`config.mk`:
```
export PLATFORM = sky130hd
export DESIGN_NAME = opnd_fetch
export DESIGN_NICKNAME = d
export VERILOG_FILES = /design/src/rtl/opnd_fetch_pkg.sv /design/src/rtl/opnd_fetch_scoreboard.sv /design/src/rtl/opnd_fetch.sv
export SDC_FILE = /design/constraint.sdc
export NUM_CORES = 1
export LEC_CHECK = 0
export ABC_AREA = 1
export CELL_PAD_IN_SITES_DETAIL_PLACEMENT = 2
export CELL_PAD_IN_SITES_GLOBAL_PLACEMENT = 2
export CORE_AREA = 2 2 223 225
export DETAILED_ROUTE_END_ITERATION = 8
export DIE_AREA = 0 0 225 227
export PLACE_DENSITY_LB_ADDON = 0.1
export SYNTH_ARGS = -nofsm -noshare
export SYNTH_HDL_FRONTEND = slang
export SYNTH_SLANG_ARGS = --single-unit
```
`constraint.sdc`:
```
create_clock -name clk -period 3 [get_ports clk]
set_input_delay 0.6 -clock clk [delete_from_list [all_inputs] [get_ports clk]]
set_output_delay 0.6 -clock clk [all_outputs]
set_load 0.1 [all_outputs]
```
`src/rtl/opnd_fetch_pkg.sv`:
```
// opnd_fetch_pkg -- shared types and defaults for the operand-fetch stage.
//   state_t   : fetch FSM states (IDLE, CHK, OUT)
//   XLEN_DEF  : default register width
//   NREGS_DEF : default register count
package opnd_fetch_pkg;

    localparam int XLEN_DEF  = 64;
    localparam int NREGS_DEF = 32;

    typedef enum logic [1:0] {
        IDLE = 2'd0,
        CHK  = 2'd1,
        OUT  = 2'd2
    } state_t;

endpackage

```
`src/rtl/opnd_fetch_scoreboard.sv`:
```
// opnd_scoreboard -- pending-write scoreboard, one bit per architectural reg.
//   clk, rst_n            : clock, async active-low reset (clears all bits)
//   set_en/set_addr       : mark a register as having a write in flight
//   clr0_*/clr1_*         : writeback clears (two ports)
//   look_a/b_addr, pend_* : combinational lookup of the current bits
// A set and a clear on the same bit in the same cycle leaves the bit set.
module opnd_scoreboard #(
    parameter int NREGS = 32,
    parameter int AW    = 5
) (
    input  logic          clk,
    input  logic          rst_n,
    input  logic          set_en,
    input  logic [AW-1:0] set_addr,
    input  logic          clr0_en,
    input  logic [AW-1:0] clr0_addr,
    input  logic          clr1_en,
    input  logic [AW-1:0] clr1_addr,
    input  logic [AW-1:0] look_a_addr,
    input  logic [AW-1:0] look_b_addr,
    output logic          pend_a,
    output logic          pend_b
);

    logic [NREGS-1:0] sb_q, sb_d;

    always_comb begin
        sb_d = sb_q;
        if (clr0_en) sb_d[clr0_addr] = 1'b0;
        if (clr1_en) sb_d[clr1_addr] = 1'b0;
        // Applied last so a same-cycle set beats either clear.
        if (set_en)  sb_d[set_addr]  = 1'b1;
    end

    always_ff @(posedge clk or negedge rst_n) begin
        if (!rst_n) sb_q <= '0;
        else        sb_q <= sb_d;
    end

    assign pend_a = sb_q[look_a_addr];
    assign pend_b = sb_q[look_b_addr];

endmodule

```
`src/rtl/opnd_fetch.sv`:
```
// opnd_fetch -- operand fetch stage with pending-write scoreboard.
// Accepts one instruction (ra/rb/rt + use flags), waits in CHK until no used
// source has a write in flight, reads the register file (data one cycle
// later), then presents operands on out_*. Writeback ports are forwarded
// straight to the register file write ports and clear scoreboard bits.
// Ports:
//   clk, rst_n                       : clock, async active-low reset
//   in_valid/in_ready, in_ra/rb/rt,
//   in_use_a/use_b/wr                : instruction input handshake
//   rf_readEn0/1, rf_readAddr0/1,
//   rf_readData0/1                   : register-file read ports
//   wb0_*/wb1_*                      : writeback inputs
//   rf_writeEn0/1, rf_writeAddr0/1,
//   rf_writeData0/1                  : register-file write ports (pass-through)
//   out_valid/out_ready, out_a/b,
//   out_rt, out_wr                   : operand output handshake
// Build option: OPND_FETCH_BYPASS_EN lets a same-cycle writeback satisfy a
// source in CHK and forwards its data in place of the stale read data.
module opnd_fetch
    import opnd_fetch_pkg::*;
#(
    parameter int XLEN  = XLEN_DEF,
    parameter int NREGS = NREGS_DEF,
    localparam int AW   = $clog2(NREGS)
) (
    input  logic            clk,
    input  logic            rst_n,
    input  logic            in_valid,
    output logic            in_ready,
    input  logic [AW-1:0]   in_ra,
    input  logic [AW-1:0]   in_rb,
    input  logic [AW-1:0]   in_rt,
    input  logic            in_use_a,
    input  logic            in_use_b,
    input  logic            in_wr,
    output logic            rf_readEn0,
    output logic [AW-1:0]   rf_readAddr0,
    input  logic [XLEN-1:0] rf_readData0,
    output logic            rf_readEn1,
    output logic [AW-1:0]   rf_readAddr1,
    input  logic [XLEN-1:0] rf_readData1,
    input  logic            wb0_en,
    input  logic [AW-1:0]   wb0_addr,
    input  logic [XLEN-1:0] wb0_data,
    input  logic            wb1_en,
    input  logic [AW-1:0]   wb1_addr,
    input  logic [XLEN-1:0] wb1_data,
    output logic            rf_writeEn0,
    output logic [AW-1:0]   rf_writeAddr0,
    output logic [XLEN-1:0] rf_writeData0,
    output logic            rf_writeEn1,
    output logic [AW-1:0]   rf_writeAddr1,
    output logic [XLEN-1:0] rf_writeData1,
    output logic            out_valid,
    input  logic            out_ready,
    output logic [XLEN-1:0] out_a,
    output logic [XLEN-1:0] out_b,
    output logic [AW-1:0]   out_rt,
    output logic            out_wr
);

    state_t        state_q, state_d;
    logic [AW-1:0] ra_q, ra_d, rb_q, rb_d, rt_q, rt_d;
    logic          use_a_q, use_a_d, use_b_q, use_b_d, wr_q, wr_d;

    logic          pend_a, pend_b;
    logic          ready_a, ready_b, hazard;
    logic          sb_set;

    // Register-file writes are a straight pass-through; with both ports on
    // the same address the file itself keeps the wb1 value.
    assign rf_writeEn0   = wb0_en;
    assign rf_writeAddr0 = wb0_addr;
    assign rf_writeData0 = wb0_data;
    assign rf_writeEn1   = wb1_en;
    assign rf_writeAddr1 = wb1_addr;
    assign rf_writeData1 = wb1_data;

    opnd_scoreboard #(
        .NREGS (NREGS),
        .AW    (AW)
    ) u_sb (
        .clk         (clk),
        .rst_n       (rst_n),
        .set_en      (sb_set),
        .set_addr    (rt_q),
        .clr0_en     (wb0_en),
        .clr0_addr   (wb0_addr),
        .clr1_en     (wb1_en),
        .clr1_addr   (wb1_addr),
        .look_a_addr (ra_q),
        .look_b_addr (rb_q),
        .pend_a      (pend_a),
        .pend_b      (pend_b)
    );

`ifdef OPND_FETCH_BYPASS_EN
    // A writeback landing this cycle makes the source ready; wb1 data wins
    // when both ports hit the same register.
    logic            hit_a, hit_b;
    logic [XLEN-1:0] hit_a_data, hit_b_data;
    logic            byp_a_q, byp_a_d, byp_b_q, byp_b_d;
    logic [XLEN-1:0] byp_a_data_q, byp_a_data_d, byp_b_data_q, byp_b_data_d;

    assign hit_a      = (wb0_en && wb0_addr == ra_q) || (wb1_en && wb1_addr == ra_q);
    assign hit_b      = (wb0_en && wb0_addr == rb_q) || (wb1_en && wb1_addr == rb_q);
    assign hit_a_data = (wb1_en && wb1_addr == ra_q) ? wb1_data : wb0_data;
    assign hit_b_data = (wb1_en && wb1_addr == rb_q) ? wb1_data : wb0_data;
    assign ready_a    = !use_a_q || !pend_a || hit_a;
    assign ready_b    = !use_b_q || !pend_b || hit_b;
`else
    assign ready_a    = !use_a_q || !pend_a;
    assign ready_b    = !use_b_q || !pend_b;
`endif
    assign hazard = !(ready_a && ready_b);

    always_comb begin
        state_d      = state_q;
        ra_d         = ra_q;
        rb_d         = rb_q;
        rt_d         = rt_q;
        use_a_d      = use_a_q;
        use_b_d      = use_b_q;
        wr_d         = wr_q;
        in_ready     = 1'b0;
        out_valid    = 1'b0;
        rf_readEn0   = 1'b0;
        rf_readEn1   = 1'b0;
        rf_readAddr0 = ra_q;
        rf_readAddr1 = rb_q;
        sb_set       = 1'b0;
`ifdef OPND_FETCH_BYPASS_EN
        byp_a_d      = byp_a_q;
        byp_b_d      = byp_b_q;
        byp_a_data_d = byp_a_data_q;
        byp_b_data_d = byp_b_data_q;
`endif
        case (state_q)
            IDLE: begin
                in_ready = 1'b1;
                if (in_valid) begin
                    ra_d    = in_ra;
                    rb_d    = in_rb;
                    rt_d    = in_rt;
                    use_a_d = in_use_a;
                    use_b_d = in_use_b;
                    wr_d    = in_wr;
                    state_d = CHK;
                end
            end
            CHK: begin
                if (!hazard) begin
                    rf_readEn0 = use_a_q;
                    rf_readEn1 = use_b_q;
                    state_d    = OUT;
`ifdef OPND_FETCH_BYPASS_EN
                    // The file returns pre-write data for a same-cycle
                    // write, so capture the writeback value here.
                    byp_a_d      = use_a_q && hit_a;
                    byp_b_d      = use_b_q && hit_b;
                    byp_a_data_d = hit_a_data;
                    byp_b_data_d = hit_b_data;
`endif
                end
            end
            OUT: begin
                out_valid = 1'b1;
                if (out_ready) begin
                    sb_set  = wr_q;
                    state_d = IDLE;
                end
            end
            default: state_d = IDLE;
        endcase
    end

    // Outputs are forced to zero outside OUT; in OUT the read data is held
    // by the file because no read is issued there.
    always_comb begin
        out_a  = '0;
        out_b  = '0;
        out_rt = '0;
        out_wr = 1'b0;
        if (state_q == OUT) begin
            out_rt = rt_q;
            out_wr = wr_q;
`ifdef OPND_FETCH_BYPASS_EN
            if (use_a_q) out_a = byp_a_q ? byp_a_data_q : rf_readData0;
            if (use_b_q) out_b = byp_b_q ? byp_b_data_q : rf_readData1;
`else
            if (use_a_q) out_a = rf_readData0;
            if (use_b_q) out_b = rf_readData1;
`endif
        end
    end

    always_ff @(posedge clk or negedge rst_n) begin
        if (!rst_n) begin
            state_q <= IDLE;
            ra_q    <= '0;
            rb_q    <= '0;
            rt_q    <= '0;
            use_a_q <= 1'b0;
            use_b_q <= 1'b0;
            wr_q    <= 1'b0;
        end else begin
            state_q <= state_d;
            ra_q    <= ra_d;
            rb_q    <= rb_d;
            rt_q    <= rt_d;
            use_a_q <= use_a_d;
            use_b_q <= use_b_d;
            wr_q    <= wr_d;
        end
    end

`ifdef OPND_FETCH_BYPASS_EN
    always_ff @(posedge clk or negedge rst_n) begin
        if (!rst_n) begin
            byp_a_q      <= 1'b0;
            byp_b_q      <= 1'b0;
            byp_a_data_q <= '0;
            byp_b_data_q <= '0;
        end else begin
            byp_a_q      <= byp_a_d;
            byp_b_q      <= byp_b_d;
            byp_a_data_q <= byp_a_data_d;
            byp_b_data_q <= byp_b_data_d;
        end
    end
`endif

endmodule
```
==> summary.txt <==
Critical path
  – Slowest stage cell, crit path: dfrtp_1
  – Worst Setup End Kind: output pin
  – Setup Crit Path Kind: reg -> out
  – CP cell instances: buf_4 > inv_6 > nand2_1 > nand3_1 > nand3_1 > nand2_1 > nand2_1 > nand3_1 > nand3_2 > nand2_2 > nor2_2 > buf_12
  – Crit path required time: about 2400 ps
  – Worst path top cell family by delay: simple AND/OR/NAND/NOR gates
  – Startpoint Class: flip-flop
  – Worst EP arrival: approximately 2200 ps
  – Worst path max stage delay: roughly 330 ps
  – Bufs and invs on worst path: 3
  – Crit-path max FO: 18
  – Reg2Reg Setup Slack: a little over 1000 ps

Logic synthesis
  – Post-synthesis cell area: 5256 µm²
  – Yosys top cell area share: about a quarter
  – Cells after Synth: approximately 850
  – Ranking of synthesized cells by area: dfrtp_1 25%, buf_4 20%, nand2_1 17%
  – Syn_area_per_cell: between 6 and 7 µm²
  – Post-synth top area cell: dfrtp_1
  – Yosys Warn Count: 0
  – FF+latch count, synth: 52
  – Syn nets: about 1100
  – Count of cell types in the netlist: 25
  – Sequential share of the synthesized area: between 20% and 30%

Clock network
  – Clk pin slew, worst setup/hold paths: roughly 80 ps
  – Clk buf depth: 2
  – Clock Latency Late Sink: 320 ps
  – Setup Buffers After CTS: 0
  – Clock Root Buffer: clkbuf_16
  – Number of buffers created by CTS: 5
  – Sink Count: 52
  – CTS tree: built
  – CTS H-Tree Depth: 2

Detailed routing
  – 1st-iter DRT viols: 230
  – Vias per inst: 3.724
  – Drt wl/cell: 22.78 µm
  – Total iterations of the first detailed-routing run: 4
  – Vias: between 6000 and 7000
  – Antenna Nets Post-Route: 0
  – DRC violations left: 0
  – Post-Route WL: 37570 µm

Final layout
  – Post-route cell area: between 9000 and 10000 µm²
  – Filler cell count: between 5000 and 6000
  – Layout Nets: about 1300
  – Synthesis-to-layout area growth: 85.60%
  – Share of cells above drive strength 1: 27.54%

Status
  – Status: complete, no violations

Die
  – Die height: ~230 µm
  – Initial Util: 10.83%
  – Cell row count: roughly 80
  – Core Region: approximately 50000 µm²
  – Die width: between 200 and 250 µm
  – I/O pin count: 578
  – Die area: between 50000 and 60000 µm²

Placed design
  – Port Buffers: 321
  – GP Congestion: 0.7293
  – DP Wirelength: 31730 µm
  – DP Worst Slack: 367.5 ps
  – Placed instance area: between 9000 and 10000 µm²

Timing
  – Final setup margin: 207.1 ps
  – Final setup violation count: 0
  – Worst Max-Slew Pin Slew: 702.1 ps
  – F_max: approximately 0.36 GHz
  – Rel. slew slack: 53.20%
  – Clock Skew: roughly 13 ps
  – Fin. Hold Viols: 0
  – Fin crit period: 2793 ps
  – Max Slew Vio Count: 0
  – Worst hold slack: approximately 320 ps
  – Final period util: 93.10%
  – RSZ-0062 raised after global routing: false

GRT
  – Antenna violations before repair: 7
  – Global-route wire length before repair: 51380 µm
  – Grt total ovfl: 0
  – GRT Total Usage: approximately 14%
  – Largest net degree at the start of global routing: between 50 and 60
  – Number of global-route vias before repair: about 6600

Pwr
  – P_leak: 3.797 nW
  – Pwr dens: 795.4 nW/µm²
  – Worst vdd ir: ~250 µV

Flow run
  – Max_cap viols: 0

Worst hold path
  – Min-Delay Path Class: in -> async
[metrics by stage]
step                utilization, %  instances  TNS [ps]  total power, mW
global placement             19.77       1638         0            7.276
floorplan                        -        852    -21980            5.810
finish                       20.10       1649         0            7.760
CTS                          20.07       1646         0            7.958
detailed placement           19.77       1638         0            7.284
global route                 20.09       1648         0            8.282
[registers in the layout, summed over array words and instances, names as in the netlist]
| register | flops |
|---|---|
| use_a_q | 1 |
| wr_q | 1 |
| rt_q | 5 |
| state_q | 2 |
| use_b_q | 1 |
| u_sb.sb_q | 32 |
| rf_readAddr0 | 5 |
| rf_readAddr1 | 5 |
[power breakdown]
group          switching (mW)  internal (mW)
Clock                   0.322          0.315
Sequential              0.435          0.924
Combinational            4.12           1.64
Total                    4.88           2.88
[layout by cell type, fill, tap and decap left out]
cell / count
a21oi_1: 16
buf_12: 132
buf_2: 1
buf_4: 50
clkbuf_16: 5
clkdlybuf4s50_1: 160
clkinv_2: 1
clkinv_4: 1
dfrtp_1: 48
dfrtp_2: 4
diode_2: 3
inv_1: 43
inv_2: 1
inv_4: 1
inv_6: 4
mux2_2: 3
nand2_1: 242
nand2_2: 3
nand3_1: 69
nand3_2: 2
nand4_1: 1
nor2_1: 80
nor2_2: 71
nor2_4: 2
nor3_1: 22
nor3_4: 1
o211ai_1: 20
o21ai_0: 30
o21ai_1: 2
o221ai_1: 8
o31ai_1: 1
[layout make-up]
type                    count  area [µm²]  share of cell area, %
multi-input cells         573        2694                  27.61
well taps                 622       778.2                  7.977
flip-flops and latches     52        1306                  13.39
clock buffers               5       125.1                  1.283
repair buffers            343        4624                  47.40
inverters                  48       197.7                  2.026
diodes                      3       7.507                0.07695
clock inverters             3       22.52                 0.2309
[cell families (layout without fill, tap and decap cells)]
logic type / after synthesis / in the layout / synth area share (%)
and+or+nand+nor: 493 / 493 / 38.13
muxes: 3 / 3 / 0.6427
buffers and inverters: 227 / 399 / 27.56
other: 0 / 3 / 0
DFF: 52 / 52 / 24.76
AOI/OAI and AO/OA: 77 / 77 / 8.903
[cell usage after synthesis]
cell type,instances
buf_2,13
nor2_1,152
buf_1,8
clkbuf_1,12
o21ai_0,30
inv_2,3
nand4_1,1
nand3_2,2
o31ai_1,1
inv_1,43
buf_4,140
dfrtp_1,52
nand2_1,243
nand2_2,2
nor3_1,22
nor2_4,1
mux2_2,3
o221ai_1,8
a21oi_1,16
o21ai_1,2
buf_6,6
nor3_4,1
nand3_1,69
inv_6,2
o211ai_1,20
[layer usage]
layer,global-route usage [%],part of all wire (%),vias to the layer above
li1,-,-,2902
met1,15.36,37,2961
met2,26.41,54,216
met3,4.375,7.2,54
met4,3.760,2.1,8
met5,0,0.13,-
[path summary, 6_finish.rpt]
kind                                 startpoint             to  depth (start not counted)
worst max-delay path            rf_readAddr0[0]     rf_readEn0                         12
worst min-delay path                      rst_n        rt_q[4]                          1
worst max register to register       state_q[0]  u_sb.sb_q[12]                          5
worst min register to register             wr_q           wr_q                          2
max in group asynchronous                 rst_n   u_sb.sb_q[5]                          2
min in group clk                           wr_q           wr_q                          2
[what timing repair did]
action,in CTS,in global routing
hold buffers,0,0
endpoints found under the setup margin,0,2
resized for setup,0,3
(Power assumes the default switching activity.)
